## config.mk

```make
export PLATFORM = sky130hd
export DESIGN_NAME = prog_loader
export DESIGN_NICKNAME = d
export VERILOG_FILES = /design/src/rtl/prog_loader.sv
export SDC_FILE = /design/constraint.sdc
export NUM_CORES = 1
export LEC_CHECK = 0
export ABC_AREA = 1
export BUFFER_PORTS_ARGS = -buffer_cell sky130_fd_sc_hd__buf_2
export CAP_MARGIN = 15
export CORE_MARGIN = 2
export CORE_UTILIZATION = 50
export DETAILED_ROUTE_END_ITERATION = 7
export HOLD_SLACK_MARGIN = 0.02
export PLACE_DENSITY = 0.79
export SLEW_MARGIN = 30
export SYNTH_ARGS = -nofsm -noshare
export SYNTH_HDL_FRONTEND = slang
export SYNTH_SLANG_ARGS = --single-unit
```

## constraint.sdc

```tcl
create_clock -name clk -period 5.2 [get_ports clk]
set_clock_uncertainty 0.1 [all_clocks]
set_input_delay 0.26 -clock clk [delete_from_list [all_inputs] [get_ports clk]]
set_output_delay 0.26 -clock clk [all_outputs]
set_load 0.02 [all_outputs]
```

## src/rtl/prog_loader.sv

```systemverilog
// prog_loader: buffers up to 16 host bytes, halts the processor, bursts all 16 program words, then releases it.
module prog_loader #(
    parameter int          DEPTH    = 16,
    parameter logic [7:0]  PAD_WORD = 8'h90
) (
    input  logic       clk,
    input  logic       rst_n,
    input  logic       start,
    input  logic       in_valid,
    output logic       in_ready,
    input  logic [7:0] in_data,
    input  logic       in_last,
    output logic       pc_reset,
    output logic       mem_write,
    output logic [3:0] instr,
    output logic [3:0] portin,
    output logic       busy,
    output logic       done
);
    typedef enum logic [2:0] {IDLE, FILL, HALT, BURST, RELEASE} state_t;

    state_t     state_q, state_d;
    logic [7:0] mem_q [DEPTH];
    logic [4:0] cnt_q, cnt_d;
    logic [3:0] idx_q, idx_d;
    logic [7:0] word_d, word_q;
    logic       pc_reset_q, mem_write_q, in_ready_q, busy_q, done_q;
    logic       acc;

    assign acc    = (state_q == FILL) && in_valid && in_ready_q;
    assign word_d = ({1'b0, idx_d} < cnt_q) ? mem_q[idx_d] : PAD_WORD;

    always_comb begin
        state_d = state_q;
        cnt_d   = cnt_q;
        idx_d   = idx_q;
        case (state_q)
            IDLE: begin
                state_d = start ? FILL : IDLE;
                cnt_d   = start ? 5'd0 : cnt_q;
            end
            FILL: begin
                cnt_d   = acc ? cnt_q + 5'd1 : cnt_q;
                state_d = (acc && (in_last || cnt_q == 5'(DEPTH - 1))) ? HALT : FILL;
                idx_d   = 4'd0;
            end
            // idx_q counts the two halt cycles, then the burst index
            HALT: begin
                state_d = (idx_q == 4'd1) ? BURST : HALT;
                idx_d   = (idx_q == 4'd1) ? 4'd0 : idx_q + 4'd1;
            end
            BURST: begin
                state_d = (idx_q == 4'(DEPTH - 1)) ? RELEASE : BURST;
                idx_d   = idx_q + 4'd1;
            end
            RELEASE: state_d = IDLE;
            default: state_d = IDLE;
        endcase
    end

    // Outputs are registered from the next state so they line up with it.
    always_ff @(posedge clk) begin
        if (!rst_n) begin
            state_q     <= IDLE;
            cnt_q       <= 5'd0;
            idx_q       <= 4'd0;
            pc_reset_q  <= 1'b1;
            mem_write_q <= 1'b0;
            in_ready_q  <= 1'b0;
            busy_q      <= 1'b0;
            done_q      <= 1'b0;
            word_q      <= 8'd0;
        end else begin
            state_q     <= state_d;
            cnt_q       <= cnt_d;
            idx_q       <= idx_d;
            pc_reset_q  <= state_d inside {FILL, HALT, RELEASE};
            mem_write_q <= state_d == BURST;
            in_ready_q  <= state_d == FILL;
            busy_q      <= state_d != IDLE;
            done_q      <= state_q == RELEASE;
            word_q      <= (state_d == BURST) ? word_d : word_q;
        end
    end

    always_ff @(posedge clk) begin
        if (acc) mem_q[cnt_q[3:0]] <= in_data;
    end

    assign pc_reset  = pc_reset_q;
    assign mem_write = mem_write_q;
    assign in_ready  = in_ready_q;
    assign busy      = busy_q;
    assign done      = done_q;
    assign instr     = word_q[7:4];
    assign portin    = word_q[3:0];
endmodule

```

==> flow_summary.toml, run 1 <==
[run_status]
status = "finished, final reports clean"

[die]
core-area_um2 = 12720
die_h_um = 118.8
die_w_um = 118.8
boundaryPins = 26
die_area_um2 = 14110
rows = 41
start_util_pct = 51.78

[timing]
fin_crit_sh_pct = 65.17
timing.fmax_mhz = 295.1
fin_setup_tns_ns = 0
worst_pin_slew_ns = 0.9688
post-route-min-period_ns = 3.389
hold-worst-slack_ns = 0.08755
slew_violations = 0
grt_setup_unrepaired = "false"
hold_violations = 0
setup_viol = 0
relSlewSlack_pct = 35.17

[drt]
routed_wl_um = 15200
wl_met1_um = 6112
drtAntennaViolNets = 0
drt-initial-drc-count = 545
wl_met3_um = 1220
vias = 4763
drc = 0
wl_per_cell_um = 18.72
highest_layer = "met4"
viasPerCell = 5.866
wl_met2_um = 7430
dr.pass1.iters = 6

[global_routing]
grt_max_degree = 81
first_global_vias = 4640
grt_overflow_total = 0
grt_pass1_wl_um = 23670
grtUsageTotal_pct = 22.09
antenna_found_initial = 0

[layout]
layout_common_cells = "nand3_1, edfxtp_1, nand2_1"
final-seq-area_um2 = 4344
antenna_cells = 0
final_common_cell = "nand3_1"
multi_input_area_um2 = 1868
drive_gt1_share_pct = 11.56
area_delta_synth_final_pct = 12.61
n_fill_cell = 1022
nets = 652

[pwr]
peakVddDrop_mv = 0.3003
p_leak_nw = 2.809
cellPowerDensity_nw_per_um2 = 385.2

[critical_path]
crit_fanout = 54
critPathCaptureType = "register"
crit_arrival_ns = 3.61
r2r-end = "word_q[0]"
cp-startpoint = "idx_q[1]"
reg2reg_from = "idx_q[1]"
cp-start-kind = "register"
crit_type = "register to register"
reg2reg_depth = 13
required_ns = 5.42
rrSetupSlack_ns = 1.81

[yosys]
syn_inst = 609
ys_types = 33
netlist.area_leader.share_pct = 58.35
avgSynthCellArea_um2 = 10.82
synth_top_family_by_area = "simple AND/OR/NAND/NOR gates"
synthTopCellsByArea = "edfxtp_1, nand3_1, dfxtp_1"
synth_seq_area_share_pct = 65.94
synthMuxAreaShare_pct = 0
synth_compound_area_share_pct = 4.027
ys_ff_latch = 153
synth.net_count = 632
yosysWarningCount = 0
yosys.area_share.adder_pct = 1.899
yosys.area_share.simple_pct = 22.24
yosys.area.top_type = "edfxtp_1"
synth_area_um2 = 6588
synth-xor-area-share_pct = 0

[min_path]
min_path_cells = 4
hp-class = "input pin to register"
hold_end = "in_ready"
min-delay-start = "in_last"

[placement]
port_buffers = 25
dp_hpwl_um = 9164
gp_congestion = 0.8665

[clock_network]
cts_htree_levels = 4
cts.clk_slew.worst_paths_ns = 0.06
cts_made_buffers = 17
cts_root_buf = "clkbuf_16"
post-cts-setup-buffer-count = 0
clk_latency_ns = 0.42
cts.repair.resized = 0
cts_sinks = 153
cts_tree = "yes"
cts_max_path_buffers = 2

[flow_run]
drv_cap = 0
[per-stage QoR]
step	instance area [um^2]	utilization, %	power, mW	instances	setup WS (ns)
final	7418	58.31	2.857	812	1.811
after global routing	7418	58.31	2.928	812	1.536
after CTS	7418	58.31	2.853	812	1.852
after detailed placement	6803	53.47	1.599	781	1.890
after global placement	6790	53.37	1.591	781	2.104
after floorplan	6588	-	1.538	609	2.703
[synth_stat cells]
cell type	instances
a211oi_1	1
a21o_1	1
a21oi_1	19
a21oi_2	1
a22o_1	1
buf_2	14
buf_4	3
buf_6	3
clkbuf_1	7
clkinv_1	2
dfxtp_1	25
edfxtp_1	128
ha_1	10
inv_1	57
inv_2	2
inv_4	1
nand2_1	95
nand2_2	1
nand2_4	2
nand3_1	155
nand3_2	1
nand3b_1	6
nand4_1	1
nor2_1	33
nor2_2	2
nor2_8	1
nor3_1	12
nor3_2	1
nor3_4	1
o211ai_1	6
o21ai_0	13
o21ai_1	2
o21ai_2	2
[per-layer routing]
metal | GRT usage, % | up-vias
li1 | - | 2167
met1 | 28.46 | 2303
met3 | 4.633 | 37
met4 | 10.86 | 0
met2 | 35.56 | 256
met5 | 0 | -
[state kept, by name, indices dropped and copies added, names as in the netlist]
name	flops
mem_write	1
pc_reset	1
busy	1
in_ready	1
mem_q	128
word_q	8
done	1
idx_q	4
cnt_q	5
state_q	3
[power breakdown]
part | total, mW | internal, mW | switching [mW] | leakage [nW]
clock network | 1.28 | 0.797 | 0.479 | 0.292
logic | 0.242 | 0.0604 | 0.182 | 1.16
registers | 1.34 | 1.33 | 0.00504 | 1.35
[logic make-up (layout without fill, tap and decap cells)]
family / after synthesis / in the layout
AND/OR/NAND/NOR: 311 / 311
AO/OA/AOI/OAI: 46 / 46
flip-flops: 153 / 153
buffers and inverters: 89 / 120
adder cells (fa/ha/maj): 10 / 10
[layout make-up]
cell class | instances | area share [%]
inverter | 62 | 3.171
multi-input combinational | 367 | 25.18
clock buffer | 18 | 5.785
tap | 172 | 2.901
timing repair buffer | 28 | 2.024
clock inverter | 12 | 2.378
sequential | 153 | 58.56
[worst max path at each step]
stage,to,slack [ns]
after floorplan,word_q[4],2.70
after global placement,word_q[7],2.10
after detailed placement,word_q[2],1.89
after CTS,word_q[0],1.85
after global routing,word_q[2],1.54
final,word_q[0],1.81
[timing repair]
item	in CTS	in global routing
hold endpoints to repair	1	0
hold buffers	1	0
endpoints found under the setup margin	0	0
[critical path: stages, from the launching register on]
cell	delay [ns]
dfxtp_1	0.36
inv_1	0.07
ha_1	0.17
nand3_1	0.10
nand2_1	0.11
nand2_4	0.49
o21ai_2	0.20
nor2_8	0.31
ha_1	0.31
a21o_1	0.17
a22o_1	0.21
nor3_4	0.37
nand3_1	0.16
a21oi_1	0.17
Power figures use the tool's default switching activity.
==> inputs of run 2 (changes only) <==
--- a/config.mk
+++ b/config.mk
@@ -5,7 +5,7 @@
 export SDC_FILE = /design/constraint.sdc
 export NUM_CORES = 1
 export LEC_CHECK = 0
-export ABC_AREA = 1
+export ABC_AREA = 0
 export BUFFER_PORTS_ARGS = -buffer_cell sky130_fd_sc_hd__buf_2
 export CAP_MARGIN = 15
 export CORE_MARGIN = 2
==> constraint.sdc (replaced) <==
create_clock -name clk -period 3.4 [get_ports clk]
set_clock_uncertainty 0.1 [all_clocks]
set_input_delay 0.17 -clock clk [delete_from_list [all_inputs] [get_ports clk]]
set_output_delay 0.17 -clock clk [all_outputs]
set_load 0.02 [all_outputs]
==> run 2 against run 1 <==
Compared with the run above: sequential power increased by 53%; die area increased by 5.0%; count of clock-buffer cells in the layout up 2; sequential share of layout area fell by 3.4 points; sequential cell count unchanged; total power increased by 50%; via count increased by 3.4%; first-iteration DRC count up 2.9%; worst hold slack got worse by 0.058 ns; non-clock buffer count grew 25; worst setup slack worse by 1.6 ns; design area grew 6.3%; critical endpoint is now word_q[3].
==> flow_summary.toml, run 2 <==
[layout]
largest_reg_flops = 128
final_common_cell = "edfxtp_1"
post-route-util_pct = 57.48
drive_gt1_share_pct = 18.89
antenna_cells = 0
nets = 587
area_delta_synth_final_pct = 13.85
layout_common_cells = "edfxtp_1, nand2_1, nor2_1"

[drt]
drt-initial-drc-count = 561
viasPerCell = 6.505
routed_wl_um = 17290
drtAntennaViolNets = 0
dr.pass1.iters = 8
vias = 4924
wl_per_cell_um = 22.84
drc = 0

[timing]
relSlewSlack_pct = 44.88
slew_violations = 0
setup_viol = 0
timing.fmax_mhz = 317.7
grt_setup_unrepaired = "false"
hold_violations = 0
post-route-min-period_ns = 3.147
fin_setup_tns_ns = 0
fin_crit_sh_pct = 92.56
worst_pin_slew_ns = 0.8238
setup_slack_ns = 0.2529

[yosys]
avgSynthCellArea_um2 = 13.12
yosysWarningCount = 0
netlist.area_leader.share_pct = 55.49
synth_edf_count = 128
netlist_top_cells_count = "edfxtp_1, nand2_1, nor2_1"
postSynth.asyncResetShare_pct = 0
syn_inst = 528
synth_seq_area_share_pct = 62.72
ys_ff_latch = 153
ys.flop_type = "edfxtp_1"
synthTopCellsByArea = "edfxtp_1, dfxtp_1, mux2i_1"
synth_area_um2 = 6927
yosys.area.top_type = "edfxtp_1"
yosysMostFrequentCell = "edfxtp_1"
synth.net_count = 551
ys_types = 70

[die]
rows = 43
die_area_um2 = 14810
die_h_um = 121.7
core-area_um2 = 13720
start_util_pct = 50.49
die_w_um = 121.7
boundaryPins = 26

[clock_network]
cts_sinks = 153
cts_htree_levels = 4
cts.clk_slew.worst_paths_ns = 0.06
cts_max_path_buffers = 2
cts_made_buffers = 17
cts_tree = "yes"
clk_latency_ns = 0.43
cts_root_buf = "clkbuf_16"

[critical_path]
crit_arrival_ns = 3.38
critPathCaptureType = "register"
cp_cell_sequence = "ha_1, or4b_4, o21a_4, nand2_1, inv_2, ha_1, a21oi_1, o21a_1, o211a_1, inv_2, o31ai_1"
required_ns = 3.64
crit_fanout = 16
max_stage_delay_ns = 0.52
crit_slowest_cell = "or4b_4"
crit_type = "register to register"
cp-start-kind = "register"

[global_routing]
grt_pass1_wl_um = 26540
first_global_vias = 4947
grt_max_degree = 34
grt_overflow_total = 0
grtUsageTotal_pct = 24.36
antenna_found_initial = 0

[placement]
port_buffers = 25
gp_congestion = 0.9139
dp_hpwl_um = 11490
post-place-ws_ns = 0.2584

[run_status]
status = "finished, final reports clean"

[pwr]
peakVddDrop_mv = 0.3748
cellPowerDensity_nw_per_um2 = 544.9
p_leak_nw = 2.745

[min_path]
hp-class = "input pin to register"

[flow_run]
drv_cap = 0
==> run 2: cell count changes after synthesis, sizes merged, moves of 11 or more <==
cell | previous run | this run
a21oi | 20 | 9
a221oi | 0 | 12
inv | 60 | 18
o221ai | 0 | 21
nand3 | 156 | 14
nand2 | 98 | 30
a211oi | 1 | 12
mux2i | 0 | 20
==> run 2: where the power goes <==
group | switching, mW | internal (mW)
clock network | 0.753 | 1.03
logic | 0.295 | 0.169
registers | 0.00818 | 2.04
==> run 2: cell type report <==
type,count,area [um^2]
flip-flops and latches,153,4347
clock inverters,12,118.9
clock buffers,20,446.7
repair buffers,53,337.8
well taps,180,225.2
inverters,20,75.07
multi-input cells,319,2336
fillers,1072,5833
==> run 2: what timing repair did <==
item                                   CTS  global route
resized for setup                        0             2
setup buffers                            0             0
endpoints found under the hold margin   10             0
setup endpoints to repair                0             1
hold buffers                             1             0
==> run 2: cell families (layout without fill, tap and decap cells) <==
| logic type | after synthesis | after routing | synth area share (%) |
|---|---|---|---|
| AOI/OAI and AO/OA | 145 | 145 | 17.32 |
| xor gates and xnor gates | 4 | 4 | 0.7769 |
| adders and majority gates | 10 | 10 | 1.806 |
| buffers and inverters | 56 | 105 | 3.721 |
| DFF | 153 | 153 | 62.72 |
| muxes | 26 | 26 | 3.866 |
| and+or+nand+nor | 134 | 134 | 9.790 |
==> run 2: worst paths after layout <==
path / start / endpoint / slack (ns) / cells past startpoint
max: idx_q[0] / word_q[3] / 0.25 / 11
min: in_data[5] / mem_q[2][5] / 0.03 / 1
max reg2reg: idx_q[0] / word_q[3] / 0.25 / 11
min reg2reg: word_q[1] / word_q[1] / 0.40 / 2
==> run 2: critical path, delay by kind of cell (launching register included) <==
family                   cells  cell delay (ns)
adder cells (fa/ha/maj)      2             0.49
buffers and inverters        2             0.26
AO/OA/AOI/OAI                5             1.14
flip-flops                   1             0.37
AND/OR/NAND/NOR              2             0.68
==> run 2: metrics by stage <==
step           hold slack [ns]  power, mW  instances  cell area, um^2
2_1_floorplan           0.1689      2.407        528             6927
3_3_place_gp            0.3468      2.522        724             7301
3_5_place_dp            0.3463      2.540        724             7308
4_1_cts                0.02700      4.301        757             7884
5_1_grt                0.03395      4.416        757             7886
6_report               0.02959      4.297        757             7886
==> run 2: routing by layer <==
metal	global-route usage (%)	wire length, um
met1	31.11	6837
met2	39.71	8292
met3	5.150	1485
met4	11.93	675
met5	0	0
==> inputs of run 3 (changes only) <==
--- a/config.mk
+++ b/config.mk
@@ -9,10 +9,10 @@
 export BUFFER_PORTS_ARGS = -buffer_cell sky130_fd_sc_hd__buf_2
 export CAP_MARGIN = 15
 export CORE_MARGIN = 2
-export CORE_UTILIZATION = 50
+export CORE_UTILIZATION = 60
 export DETAILED_ROUTE_END_ITERATION = 7
 export HOLD_SLACK_MARGIN = 0.02
-export PLACE_DENSITY = 0.79
+export PLACE_DENSITY = 0.9
 export SLEW_MARGIN = 30
 export SYNTH_ARGS = -nofsm -noshare
 export SYNTH_HDL_FRONTEND = slang
==> run 3 against run 2 <==
Compared with the run above: highest routed layer unchanged; cell count fell by 5.3%; design area fell by 0.16%; via count grew 3.0%; core utilization rose by 12 points; critical path depth unchanged; clock power grew 10%; sequential share of layout area rose by 0.088 points.
==> flow_summary.toml, run 3 (synthesis gave the netlist of run 2 again) <==
[drt]
dr.pass1.iters = 6
vias = 5071
wl_per_cell_um = 24.79
drt-initial-drc-count = 712
routed_wl_um = 17780
drtAntennaViolNets = 0
drc = 0
viasPerCell = 7.073

[pwr]
p_sw_mw = 1.042
peakVddDrop_mv = 0.4411
clockPowerShare_pct = 43.9
cellPowerDensity_nw_per_um2 = 570.5
switching_share_pct = 23.20
p_leak_nw = 2.759
internal-power_mw = 3.450
pwr-share-seq_pct = 45.6
p_comb_share_pct = 10.5

[die]
start_util_pct = 61.18
die_area_um2 = 12420
core-area_um2 = 11320
die_w_um = 111.4
boundaryPins = 26
rows = 39
die_h_um = 111.4

[critical_path]
crit_fanout = 16
crit_type = "register to register"
cp-start-kind = "register"
crit_arrival_ns = 3.42
reg2reg_depth = 11
critPathCaptureType = "register"
required_ns = 3.64

[global_routing]
grt_max_degree = 34
antenna_found_initial = 0
first_global_vias = 5113
grt_use_met1_pct = 38.88
grt_pass1_wl_um = 28060
grt_overflow_total = 0
grtUsageTotal_pct = 29.75
grt_use_met2_pct = 45.81
grtUsageMet3_pct = 7.403
busiest_layer = "met2"

[layout]
layoutNonFillerInstCount = 717
largest_reg_flops = 128
layout_common_cells = "edfxtp_1, nand2_1, nor2_1"
area_delta_synth_final_pct = 13.67
final_common_cell = "edfxtp_1"
final-seq-area_um2 = 4347
drive_gt1_share_pct = 18.47
post-route-util_pct = 69.55
multi_input_area_um2 = 2336
n_fill_cell = 710
antenna_cells = 0
nets = 584

[clock_network]
cts_sinks = 153
cts.clk_slew.worst_paths_ns = 0.06
post-cts-setup-buffer-count = 0
cts_made_buffers = 17
cts_max_path_buffers = 2
cts_root_buf = "clkbuf_16"
clk_latency_ns = 0.43
cts_tree = "yes"
cts_htree_levels = 4

[timing]
relSlewSlack_pct = 38.76
timing.fmax_mhz = 314.5
fin_setup_tns_ns = 0
grt_setup_unrepaired = "false"
slew_violations = 0
setup_viol = 0
fin_crit_sh_pct = 93.51
hold_violations = 0
worst_pin_slew_ns = 0.9153
post-route-min-period_ns = 3.179

[run_status]
status = "finished, final reports clean"

[placement]
dp_hpwl_um = 11150
place_inst = 684
port_buffers = 25
gp_congestion = 0.9297

[min_path]
hp-class = "input pin to register"
min_path_cells = 1

[flow_run]
drv_cap = 0
[run 3: cell types whose count changed in the layout (fill, tap and decap cells not counted), sizes merged]
cell,change
inv,-3
bufinv,+3
buf,-3
[run 3: power groups by stage]
| stage | Clock (mW) | Sequential [mW] | Combinational (mW) |
|---|---|---|---|
| 3_3_place_gp | 0 | 2.08 | 0.431 |
| 6_report | 1.97 | 2.05 | 0.471 |
| 3_5_place_dp | 0 | 2.09 | 0.447 |
| 4_1_cts | 1.97 | 2.05 | 0.460 |
| 5_1_grt | 2.05 | 2.05 | 0.503 |
| 2_1_floorplan | 0 | 2.09 | 0.319 |
[run 3: repair_timing]
action | 4_1_cts | 5_1_grt
setup endpoints to repair | 0 | 5
hold endpoints to repair | 8 | 0
hold buffers | 1 | 0
resized for setup | 0 | 2
[run 3: cell type report]
class	count	area share (%)
Inverter	20	0.9534
Clock inverter	12	2.225
Sequential cell	153	55.20
Timing Repair Buffer	50	4.004
Multi-Input combinational cell	319	29.67
Clock buffer	20	5.673
Tap cell	143	2.272
[run 3: metal layers]
layer / vias to the layer above / wire [um]
met5: - / 0
met4: 0 / 881
met3: 83 / 2023
met2: 402 / 8389
met1: 2418 / 6483
li1: 2168 / -
[run 3: final timing paths]
check | from | to | slack, ns
max reg2reg | idx_q[0] | word_q[6] | 0.22
min reg2reg | word_q[3] | word_q[3] | 0.37
min | in_data[4] | mem_q[15][4] | 0.04
max | idx_q[0] | word_q[6] | 0.22
[run 3: per-stage QoR]
stage	hold WS [ns]	cell area, um^2	setup slack, ns	power (mW)
after detailed placement	0.3511	7239	0.2302	2.533
after floorplan	0.1689	6927	0.2855	2.407
after CTS	0.03178	7871	0.1490	4.478
after global routing	0.04663	7874	0.05390	4.603
after global placement	0.3545	7232	0.1965	2.515
final	0.04244	7874	0.2206	4.492
[run 3: worst max-delay path, stage by stage (launching register included)]
cell and delay [ns]:
dfxtp_2 0.40, ha_1 0.17, or4b_4 0.53, o21a_4 0.32, nand2_1 0.15, inv_2 0.17
ha_1 0.34, a21oi_1 0.14, o21a_1 0.16, o211a_1 0.24, inv_2 0.10, o311ai_1 0.25
